$ cat config.mk
export PLATFORM = sky130hd
export DESIGN_NAME = snake_game_ctrl
export DESIGN_NICKNAME = d
export VERILOG_FILES = /design/src/rtl/snake_pkg.sv /design/src/rtl/move_tick_gen.sv /design/src/rtl/snake_game_ctrl.sv
export SDC_FILE = /design/constraint.sdc
export NUM_CORES = 1
export LEC_CHECK = 0
export ABC_AREA = 1
export BUFFER_PORTS_ARGS = -buffer_cell sky130_fd_sc_hd__buf_2
export CAP_MARGIN = 20
export CORE_MARGIN = 4
export CORE_UTILIZATION = 35
export CTS_BUF_LIST = sky130_fd_sc_hd__clkbuf_8
export DETAILED_ROUTE_END_ITERATION = 12
export GPL_TIMING_DRIVEN = 0
export SLEW_MARGIN = 10
export SYNTH_ARGS = -nofsm -noshare
export SYNTH_HDL_FRONTEND = slang
export SYNTH_SLANG_ARGS = --single-unit
$ cat constraint.sdc
create_clock -name clk -period 2.75 [get_ports clk]
set_input_delay 0.1375 -clock clk [delete_from_list [all_inputs] [get_ports clk]]
set_output_delay 0.1375 -clock clk [all_outputs]
set_load 0.005 [all_outputs]
$ cat src/rtl/snake_pkg.sv
// Shared types and widths for the snake game: FSM state encoding, score width,
// and the apple coordinate widths used by the VGA/snake datapath.
package snake_pkg;

  typedef enum logic [1:0] {
    ST_IDLE    = 2'd0,
    ST_PLAY    = 2'd1,
    ST_DIE     = 2'd2,
    ST_RESTART = 2'd3
  } state_e;

  localparam int unsigned SCORE_W   = 8;
  localparam int unsigned APPLE_X_W = 6;
  localparam int unsigned APPLE_Y_W = 5;

endpackage

$ cat src/rtl/move_tick_gen.sv
// Programmable move-tick divider: pulses once every `period` enabled cycles.
module move_tick_gen
  import snake_pkg::*;
#(
  parameter int unsigned DIV_W = 25
) (
  input  logic             clk,
  input  logic             rst,
  input  logic             en,
  input  logic             clr,
  input  logic [DIV_W-1:0] period,
  output logic             tick
);

  logic [DIV_W-1:0] div_q, div_d;
  logic             tick_q, tick_d;

  // div+1 >= period is div >= period-1 without underflow; >= lets a shrinking
  // period catch up on the very next cycle instead of wrapping the counter.
  always_comb begin
    div_d  = div_q;
    tick_d = 1'b0;
    if (clr) begin
      div_d = '0;
    end else if (en) begin
      if (({1'b0, div_q} + (DIV_W + 1)'(1)) >= {1'b0, period}) begin
        div_d  = '0;
        tick_d = 1'b1;
      end else begin
        div_d = div_q + DIV_W'(1);
      end
    end
  end

  always_ff @(posedge clk) begin
    if (!rst) begin
      div_q  <= '0;
      tick_q <= 1'b0;
    end else begin
      div_q  <= div_d;
      tick_q <= tick_d;
    end
  end

  assign tick = tick_q;

endmodule

$ cat src/rtl/snake_game_ctrl.sv
// Snake game-flow controller: IDLE/PLAY/DIE/RESTART sequencing, speed-up on
// apples, score keeping, apple req/ack handshake and the death flash.
module snake_game_ctrl
  import snake_pkg::*;
#(
  parameter int unsigned DIV_W            = 25,
  parameter int unsigned MOVE_PERIOD_INIT = 20_000_000,
  parameter int unsigned MIN_PERIOD       = 5_000_000,
  parameter int unsigned SPEED_STEP       = 1_000_000,
  parameter int unsigned FLASH_PERIOD     = 25_000_000,
  parameter int unsigned FLASH_TOGGLES    = 6
) (
  input  logic               clk,
  input  logic               rst,
  input  logic               start_key,
  input  logic               hit_wall,
  input  logic               hit_body,
  input  logic               apple_eaten,
  input  logic               apple_ack,
  output logic [1:0]         game_status,
  output logic               move_tick,
  output logic               apple_req,
  output logic               snake_reset,
  output logic               blank,
  output logic [SCORE_W-1:0] score
);

  localparam int unsigned FLASH_W = (FLASH_PERIOD > 1) ? $clog2(FLASH_PERIOD) : 1;
  localparam int unsigned TOG_W   = $clog2(FLASH_TOGGLES + 1);
  localparam logic [DIV_W:0] SHRINK_FLOOR = (DIV_W + 1)'(MIN_PERIOD + SPEED_STEP);

  state_e               state_q, state_d;
  logic [SCORE_W-1:0]   score_q, score_d;
  logic [DIV_W-1:0]     period_q, period_d;
  logic                 apple_req_q, apple_req_d;
  logic                 blank_q, blank_d;
  logic                 snake_reset_q, snake_reset_d;
  logic [FLASH_W-1:0]   flash_cnt_q, flash_cnt_d;
  logic [TOG_W-1:0]     tog_cnt_q, tog_cnt_d;
  logic                 collision;
  logic                 eat_ok;
  logic                 tick_en;
  logic                 tick_clr;

  assign collision = hit_wall | hit_body;
  assign eat_ok    = (state_q == ST_PLAY) && apple_eaten && !collision;
  assign tick_en   = (state_q == ST_PLAY) && !collision;
  assign tick_clr  = (state_q != ST_PLAY);

  move_tick_gen #(.DIV_W(DIV_W)) u_move_tick_gen (
    .clk    (clk),
    .rst    (rst),
    .en     (tick_en),
    .clr    (tick_clr),
    .period (period_q),
    .tick   (move_tick)
  );

  always_comb begin
    state_d     = state_q;
    score_d     = score_q;
    period_d    = period_q;
    blank_d     = blank_q;
    flash_cnt_d = flash_cnt_q;
    tog_cnt_d   = tog_cnt_q;
    // A fresh apple keeps the request up even if an ack lands the same cycle.
    apple_req_d = (apple_req_q & ~apple_ack) | eat_ok;

    case (state_q)
      ST_IDLE: begin
        if (start_key) state_d = ST_PLAY;
      end
      ST_PLAY: begin
        if (collision) begin
          state_d = ST_DIE;
        end else if (apple_eaten) begin
          if (score_q != '1) score_d = score_q + SCORE_W'(1);
          if ({1'b0, period_q} >= SHRINK_FLOOR) period_d = period_q - DIV_W'(SPEED_STEP);
          else                                  period_d = DIV_W'(MIN_PERIOD);
        end
      end
      ST_DIE: begin
        if (flash_cnt_q == FLASH_W'(FLASH_PERIOD - 1)) begin
          flash_cnt_d = '0;
          blank_d     = ~blank_q;
          tog_cnt_d   = tog_cnt_q + TOG_W'(1);
          if (tog_cnt_q == TOG_W'(FLASH_TOGGLES - 1)) state_d = ST_RESTART;
        end else begin
          flash_cnt_d = flash_cnt_q + FLASH_W'(1);
        end
      end
      ST_RESTART: begin
        state_d     = ST_IDLE;
        score_d     = '0;
        period_d    = DIV_W'(MOVE_PERIOD_INIT);
        apple_req_d = 1'b0;
        blank_d     = 1'b0;
        flash_cnt_d = '0;
        tog_cnt_d   = '0;
      end
      default: state_d = ST_IDLE;
    endcase

    snake_reset_d = (state_d == ST_RESTART);
  end

  always_ff @(posedge clk) begin
    if (!rst) begin
      state_q       <= ST_IDLE;
      score_q       <= '0;
      period_q      <= DIV_W'(MOVE_PERIOD_INIT);
      apple_req_q   <= 1'b0;
      blank_q       <= 1'b0;
      snake_reset_q <= 1'b0;
      flash_cnt_q   <= '0;
      tog_cnt_q     <= '0;
    end else begin
      state_q       <= state_d;
      score_q       <= score_d;
      period_q      <= period_d;
      apple_req_q   <= apple_req_d;
      blank_q       <= blank_d;
      snake_reset_q <= snake_reset_d;
      flash_cnt_q   <= flash_cnt_d;
      tog_cnt_q     <= tog_cnt_d;
    end
  end

  assign game_status = state_q;
  assign apple_req   = apple_req_q;
  assign blank       = blank_q;
  assign snake_reset = snake_reset_q;
  assign score       = score_q;

endmodule

==> impl_metrics.toml, run 1 <==
[setup_path]
worstPathArrival_ps = 2960
rr_worst_depth = 16
crit_fanout = 5
start_kind = "flop"
crit_path_end_kind = "flop"
crit_type = "flop to flop"
ff2ff_setup_slack_ps = 100
cp.required_ps = 3060
r2r-end = "u_move_tick_gen.div_q[6]"
reg2reg_from = "u_move_tick_gen.div_q[11]"

[logic_synthesis]
synth_top_area_frac = 0.290
netlist_area_um2 = 5940
synth_edf_count = 0
synth.most_common_cell = "nand2_1"
yosys.area.top_type = "dfxtp_1"
yosysWarnings = 0
synth_cells = 944
synthArstFlopShare = 0
synth_cell_types = 41
synthTopCellsByCount = "nand2_1, nor2_1, inv_1, dfxtp_1, a21oi_1"
synth_seq_cells = 86
seq_area_frac_synth = 0.290
synthTopCellsByArea = "dfxtp_1, nand2_1, nor2_1"
syn_avg_cell_area_um2 = 6.29
synth_fp_nets = 977
synth_flop_cell = "dfxtp_1"

[clock_tree]
cts.sinks = 86
cts_hold_buf = 0
cts_buffer_depth = 2
cts_root_buffer = "clkbuf_8"
ctsHtreeMaxLevel = 3
clk_pin_slew_worst_paths_ps = 100
cts_buffers = 9
clk_latency_ps = 380
cts_tree = "yes"

[routing]
wl_met3_um = 723
routed_via_density = 4.88
wl_met1_um = 7660
vias = 5936
antenna_left = 0
drc = 0
drt_iter0_markers = 349
wl_met2_um = 7630
wirelength_um = 16200
wl_per_cell_um = 13.3
topRoutingLayerUsed = "met4"
drtPass1Iterations = 5

[power_and_ir_drop]
power_density_nw_per_um2 = 368
peakVddDrop_mv = 0.220
leakagePower_nw = 2.87

[layout]
final_cells = 1216
nets = 1025
seqCellArea_um2 = 1760
fill_cells = 1761
area_growth_syn_to_layout_pct = 18.5
drive_gt1_frac = 0.170
multiInputGateArea_um2 = 3880
fin_util = 0.424
n_antenna_cell = 0

[floorplanning]
dieArea_um2 = 19100
core_area_um2 = 16600
die_w_um = 138
initial_core_util = 0.358
io_pins = 21
rows = 47
fp.dieH_um = 138

[timing]
period_minus_slack_ps = 2650
slew_headroom = 0.509
setup_violations = 0
clock.fmax_mhz = 378
tightest_slew_ps = 729
finalHoldViolations = 0
fin_skew_ps = 15.7
period_share = 0.963
drv_slew = 0
finalSetupTns_ps = 0

[global_routing]
grt_max_degree = 16
grt_usage = 0.162
gr-total-overflow = 0
antenna_found_initial = 0
grt_pass1_wl_um = 25800
grt_pass1_vias = 5248

[placed_design]
dp_cells = 1184
dp_hpwl_um = 11900
globalplace.congestion = 0.889
io_buffers = 20

[flow_run]
maxCapViolCount = 0

[status]
outcome = "completed"

[min_path]
hold_path_startpoint = "apple_ack"
hold_class = "input port to flop"
holdPathStages = 4
min_to = "apple_req"
timing repair:
action	in CTS	in global routing
pin swaps	6	26
gates resized for setup	11	70
gates cloned	0	1
buffers inserted	8	8
setup endpoints to repair	26	26
cell type report:
cell class	instances	share of cell area
Tap cell	220	0.0391
Multi-Input combinational cell	708	0.552
Inverter	128	0.0686
Buffer	22	0.0199
Clock buffer	9	0.0176
Timing Repair Buffer	37	0.0402
Sequential cell	86	0.249
Clock inverter	6	0.0133
through the flow:
step	setup WS, ps	power, W	hold WS (ps)	area [um^2]
final	101	0.00259	50.0	7040
after global routing	-59.2	0.00271	96.7	7040
after CTS	5.64	0.00262	33.9	6670
after detailed placement	-392	0.00157	443	6310
after global placement	-399	0.00157	434	6310
after floorplan	174	0.00149	319	5940
state kept, by name, summed over array words and instances, names as in the netlist:
signal,cells
apple_req,1
tog_cnt_q,3
period_q,19
game_status,2
u_move_tick_gen.tick,1
score,8
u_move_tick_gen.div_q,25
snake_reset,1
blank,1
flash_cnt_q,25
report_power, final:
| part | internal (W) | total (W) | switching, W | leakage (nW) |
|---|---|---|---|---|
| logic | 0.0000927 | 0.000284 | 0.000191 | 2.06 |
| registers | 0.00126 | 0.00128 | 0.0000205 | 0.703 |
| clock network | 0.000517 | 0.00103 | 0.000510 | 0.107 |
how the worst max path moves through the flow:
stage	from	to	slack, ps	cells past startpoint
floorplan	u_move_tick_gen.div_q[1]	u_move_tick_gen.div_q[4]	170	18
finish	u_move_tick_gen.div_q[11]	u_move_tick_gen.div_q[6]	100	16
detailed placement	u_move_tick_gen.div_q[1]	u_move_tick_gen.div_q[3]	-390	18
global route	u_move_tick_gen.div_q[11]	u_move_tick_gen.div_q[11]	-60	16
CTS	u_move_tick_gen.div_q[11]	u_move_tick_gen.div_q[11]	6	16
global placement	u_move_tick_gen.div_q[1]	u_move_tick_gen.div_q[3]	-400	18
worst max-delay path, cell delays in order, from the launching register on:
cell	delay, ps
dfxtp_4	390
nand4_1	240
nor2_4	190
nand2_2	100
nor2_4	160
xor2_2	180
ha_1	260
nand2_1	70
a21boi_0	80
o21ai_1	140
nand4_1	160
nand2_4	120
nand2_2	60
nand2_4	90
nand2_8	80
clkbuf_16	190
nor2_2	70
kinds of logic after synthesis:
group,Yosys count,share of synthesized area
simple gates,525,0.390
fa+ha+maj,26,0.0548
buf+inv,150,0.105
mux,5,0.00843
xor+xnor,28,0.0413
compound gates,124,0.110
flops,86,0.290
routing by layer:
| metal | track usage | up-vias |
|---|---|---|
| li1 | - | 3115 |
| met1 | 0.220 | 2691 |
| met4 | 0.0395 | 0 |
| met3 | 0.0269 | 11 |
| met2 | 0.268 | 119 |
| met5 | 0 | - |
cell usage in the layout, fill, tap and decap left out, types with 9 or more instances in the layout:
master	n
nand2_1	248
inv_1	115
nor2_1	111
dfxtp_1	71
a21oi_1	62
nand3_1	57
o21ai_0	30
nand4_1	27
buf_2	26
ha_1	21
nor3_1	17
nor2_2	16
xor2_1	16
buf_4	16
nand2_2	13
o21ai_1	13
nor2_4	10
inv_2	10
clkbuf_1	9
clkbuf_8	9
dfxtp_2	9
No activity file was read; power rests on OpenSTA's default activity.
==> inputs of run 2 (changes only) <==
- GPL_ROUTABILITY_DRIVEN: default -> 0
- clock period: 2.75 -> 2.7 ns (I/O delays scaled with it)
==> run 2 against run 1 <==
Against the previous run: non-clock buffer count up 3; global-route usage hardly changed; sequential power hardly changed; total power grew 2.0%; worst setup slack got worse by 18 ps; count of clock-buffer cells in the layout did not move; clock power about the same; critical endpoint is now u_move_tick_gen.div_q[11]; combinational power is 2% higher; flip-flop and latch count unchanged; final cell count rose by 0.25%; fmax is 1.2% higher; cell area is 0.84% higher.
==> impl_metrics.toml, run 2 (same netlist as run 1, synthesis figures left out) <==
[setup_path]
worstPathArrival_ps = 2930
critPathMaxStageDelay_ps = 390
start_kind = "flop"
crit_type = "flop to flop"
slowest_stage = "dfxtp_4"
cp.required_ps = 3020
crit_path_end_kind = "flop"
rr_worst_depth = 16
cp_cell_sequence = "nand4_1 -> nor2_4 -> nand2_2 -> nor2_4 -> xor2_2 -> ha_1 -> nand2_1 -> a21boi_1 -> o21ai_1 -> nand4_1 -> nand2_4 -> nand2_2 -> nand2_4 -> nand2_8 -> clkbuf_16 -> nor2_2"
crit_fanout = 5

[floorplanning]
initial_core_util = 0.358
dieArea_um2 = 19100
io_pins = 21
core_area_um2 = 16600
die_w_um = 138
rows = 47
fp.dieH_um = 138

[layout]
nets = 1028
n_antenna_cell = 0
reg_top3 = "flash_cnt_q (25), u_move_tick_gen.div_q (25), period_q (19)"
fill_cells = 1743
layout_commonest_cell = "nand2_1"
area_growth_syn_to_layout_pct = 19.5
drive_gt1_frac = 0.180
final_cells = 1219
fin_area_um2 = 7100
final_cell_mix = "nand2_1, inv_1, nor2_1, dfxtp_1, a21oi_1"

[timing]
drv_slew = 0
period_share = 0.969
setup_violations = 0
finalSetupTns_ps = 0
setup_ws_ps = 83.0
clock.fmax_mhz = 382
slew_headroom = 0.528
finalHoldViolations = 0
fin_skew_ps = 15.9
tightest_slew_ps = 700
period_minus_slack_ps = 2620

[routing]
drtPass1Iterations = 5
routed_via_density = 4.88
drc = 0
antenna_left = 0
wirelength_um = 16300
wl_per_cell_um = 13.4
vias = 5949
drt_iter0_markers = 340

[clock_tree]
ctsHtreeMaxLevel = 3
cts_buffer_depth = 2
cts_hold_buf = 0
cts_root_buffer = "clkbuf_8"
cts.sinks = 86
cts_buffers = 9
clk_pin_slew_worst_paths_ps = 100
clk_latency_ps = 380
cts_tree = "yes"

[global_routing]
antenna_found_initial = 0
grt_max_degree = 16
grt_pass1_wl_um = 25800
gr-total-overflow = 0
grt_usage = 0.162
grt_pass1_vias = 5276

[power_and_ir_drop]
peakVddDrop_mv = 0.222
leakagePower_nw = 2.91
p_total_w = 0.00264
power_density_nw_per_um2 = 372

[min_path]
hold_class = "input port to flop"
holdPathStages = 4

[placed_design]
dp_cells = 1184
dp_hpwl_um = 11900
placed_area_um2 = 6310
io_buffers = 20
pre_cts_ws_ps = -442

[flow_run]
maxCapViolCount = 0

[status]
outcome = "completed"
run 2: routing by layer:
metal	share of wire	routed length, um	GRT usage
met5	0	0	0
met2	0.47	7720	0.269
met3	0.035	570	0.0280
met4	0.010	170	0.0411
met1	0.48	7850	0.219
run 2: path summary, 6_finish.rpt:
check,from,endpoint,slack [ps]
setup / recovery,u_move_tick_gen.div_q[11],u_move_tick_gen.div_q[11],80
hold / removal,apple_ack,apple_req,50
setup reg to reg,u_move_tick_gen.div_q[11],u_move_tick_gen.div_q[11],80
hold reg to reg,flash_cnt_q[8],flash_cnt_q[8],490
run 2: layout make-up:
type	count	area, um^2	share of cell area
Buffer	22	140	0.0197
Sequential cell	86	1750	0.247
Clock inverter	6	93.8	0.0132
Clock buffer	9	124	0.0175
Multi-Input combinational cell	708	3920	0.552
Tap cell	220	275	0.0388
Timing Repair Buffer	40	305	0.0430
Inverter	128	483	0.0681
run 2: stage by stage:
| step | util | hold slack (ps) |
|---|---|---|
| after floorplan | - | 316 |
| after global placement | 0.381 | 432 |
| after detailed placement | 0.381 | 441 |
| after CTS | 0.404 | 31.4 |
| after global routing | 0.428 | 94.2 |
| final | 0.428 | 49.7 |
run 2: repair_timing:
action                                  4_1_cts  5_1_grt
endpoints found under the setup margin       26       26
resized for setup                            21       71
pin swaps                                     7       34
setup buffers                                10        9
gates cloned                                  0        1
run 2: worst max-delay path: cells and delay by family, from the launching register on:
kind                     cells  cell delay, ps
AO/OA/AOI/OAI                2             190
XOR/XNOR                     1             180
adder cells (fa/ha/maj)      1             260
buffers and inverters        1             180
flip-flops                   1             390
AND/OR/NAND/NOR             11            1320
run 2: report_power, final:
part | total, W | leakage, nW | switching (W) | internal (W)
logic | 0.000289 | 2.10 | 0.000194 | 0.0000950
clock network | 0.00105 | 0.107 | 0.000523 | 0.000526
registers | 0.00130 | 0.703 | 0.0000209 | 0.00128
total | 0.00264 | 2.91 | 0.000738 | 0.00190
==> inputs of run 3 (changes only) <==
- GPL_TIMING_DRIVEN: 0 -> default
- SYNTH_HIERARCHICAL: default -> 1
==> run 3 against run 2 <==
Against the previous run: sequential power hardly changed; largest power group unchanged; via count grew 4.9%; register-to-register slack is essentially flat.
==> impl_metrics.toml, run 3 <==
[logic_synthesis]
synthTopCellsByArea = "dfxtp_1, nand2_1, inv_1"
synth_edf_count = 0
yosys.area.top_type = "dfxtp_1"
yosysWarnings = 6
synth_top_area_frac = 0.271
synth_cells = 1023
netlist_area_um2 = 6360
synthTopCellsByCount = "nand2_1, inv_1, nor2_1, dfxtp_1"
synth.most_common_cell = "nand2_1"
syn_avg_cell_area_um2 = 6.22
synth_seq_cells = 86
seq_area_frac_synth = 0.271
synthArstFlopShare = 0
synth_flop_cell = "dfxtp_1"
synth_cell_types = 39

[setup_path]
cpLargestDelayFamily = "simple AND/OR/NAND/NOR gates"
worst-path-buf-inv = 3
cp.required_ps = 2920
worstPathArrival_ps = 2840
crit_type = "flop to flop"
critPathMaxStageDelay_ps = 400
slowest_stage = "dfxtp_4"
cp_cell_sequence = "ha_4 -> nand2_4 -> nor2_4 -> nand2_4 -> inv_2 -> nand3_1 -> nand2_2 -> inv_1 -> ha_1 -> nand3_1 -> nor3_1 -> nand2_4 -> clkbuf_16 -> nand3_1 -> a21oi_1"
crit_fanout = 10
start_kind = "flop"
crit_path_end_kind = "flop"

[global_routing]
grt.met3_usage = 0.0315
grt_max_degree = 44
grt_usage = 0.159
antenna_found_initial = 0
grtUsageMet2 = 0.259
grt_pass1_vias = 5535
grt_use_met1 = 0.215
gr-total-overflow = 0
grt.busiest_layer = "met2"
grt_pass1_wl_um = 26700

[routing]
drt_iter0_markers = 418
drc = 0
vias = 6240
wirelength_um = 16600
antenna_left = 0
wl_per_cell_um = 12.7
routed_via_density = 4.79
drtPass1Iterations = 5

[timing]
setup_ws_ps = 81.9
drv_slew = 0
fin_skew_ps = 20.2
setup_violations = 0
period_share = 0.970
slew_headroom = 0.451
period_minus_slack_ps = 2620
tightest_slew_ps = 822
finalSetupTns_ps = 0
rsz0062_at_grt = "true"
finalHoldViolations = 0
clock.fmax_mhz = 382

[floorplanning]
core_area_um2 = 17900
initial_core_util = 0.355
io_pins = 21
die_w_um = 143
fp.dieH_um = 143
rows = 49
dieArea_um2 = 20400

[clock_tree]
cts_root_buffer = "clkbuf_8"
cts_buffer_depth = 2
clk_pin_slew_worst_paths_ps = 100
cts.sinks = 86
clk_latency_ps = 390
cts_buffers = 9
cts_tree = "yes"
ctsHtreeMaxLevel = 3

[placed_design]
dp_hpwl_um = 12000
placed_area_um2 = 6800
pre_cts_ws_ps = -53.0
io_buffers = 20

[layout]
layout_commonest_cell = "nand2_1"
area_growth_syn_to_layout_pct = 15.7
seqCellArea_um2 = 1760
fin_util = 0.411
nets = 1108
multiInputGateArea_um2 = 4160
reg_top3 = "flash_cnt_q (25), u_move_tick_gen/div_q (25), period_q (19)"
fill_cells = 1909
fin_area_um2 = 7360
drive_gt1_frac = 0.186
n_antenna_cell = 0
final_cell_mix = "nand2_1, inv_1, nor2_1, a21oi_1, nand3_1"

[power_and_ir_drop]
leakagePower_nw = 3.14
peakVddDrop_mv = 0.221
power_density_nw_per_um2 = 330

[status]
outcome = "completed"

[flow_run]
maxCapViolCount = 0

[min_path]
hold_class = "input port to flop"
==> run 3: cell types whose count changed after synthesis, sizes merged, moves of 8 or more <==
cell / change
a21oi: +21
inv: +25
nand2: +44
nand3: +24
nand4: -11
o21ai: -9
xor2: -8
==> run 3: through the flow <==
stage               instances  total power [W]  hold WS, ps
floorplan                1028          0.00145          273
global placement         1276          0.00150          393
detailed placement       1276          0.00150          408
CTS                      1294          0.00248         32.7
global route             1303          0.00256         46.2
finish                   1303          0.00243         50.2
==> run 3: power by group <==
group | leakage, nW | switching (W) | internal [W]
clock | 0.106 | 0.000526 | 0.000441
combinational | 2.33 | 0.000122 | 0.0000515
sequential | 0.704 | 0.0000175 | 0.00127
==> run 3: final timing paths <==
check | start | end | slack (ps) | cells after the start
worst min register to register | apple_req | apple_req | 480 | 2
worst max-delay path | u_move_tick_gen/div_q[1] | u_move_tick_gen/div_q[8] | 80 | 15
worst max register to register | u_move_tick_gen/div_q[1] | u_move_tick_gen/div_q[8] | 80 | 15
worst min-delay path | start_key | snake_reset | 50 | 3
==> run 3: layout make-up <==
| cell class | instances | area share |
|---|---|---|
| repair buffers | 51 | 0.0530 |
| multi-input cells | 769 | 0.564 |
| clock buffers | 9 | 0.0168 |
| well taps | 229 | 0.0389 |
| flip-flops and latches | 86 | 0.239 |
| inverters | 152 | 0.0775 |
| clock inverters | 7 | 0.0105 |
==> run 3: worst reg2reg max path, cell delays in order, from the launching register on <==
cell       delay, ps
dfxtp_4          400
ha_4             150
nand2_4           60
nor2_4           190
nand2_4          100
inv_2             80
nand3_1           90
nand2_2          110
inv_1             50
ha_1             290
nand3_1          100
nor3_1           350
nand2_4          150
clkbuf_16        200
nand3_1           80
a21oi_1           60
==> run 3: layer usage <==
layer	up-vias	wire length [um]	share of wire
met3	27	516	0.031
met5	-	0	0
met4	0	315	0.019
li1	3321	-	-
met2	95	7740	0.47
met1	2797	8010	0.48
==> run 3: cell families (layout without fill, tap and decap cells) <==
group / Yosys count / in the layout / synth area share
other: 1 / 6 / 0.000589
flip-flops: 86 / 86 / 0.271
AND/OR/NAND/NOR: 579 / 579 / 0.416
buffers and inverters: 173 / 219 / 0.111
XOR/XNOR: 20 / 20 / 0.0275
adder cells (fa/ha/maj): 32 / 32 / 0.0629
AO/OA/AOI/OAI: 132 / 132 / 0.112
==> run 3: repair_timing <==
item,CTS,global route
hold buffers,1,0
cloned,0,4
hold endpoints to repair,1,0
resized for setup,3,69
endpoints found under the setup margin,26,26
setup buffers,1,5
pin swaps,1,20
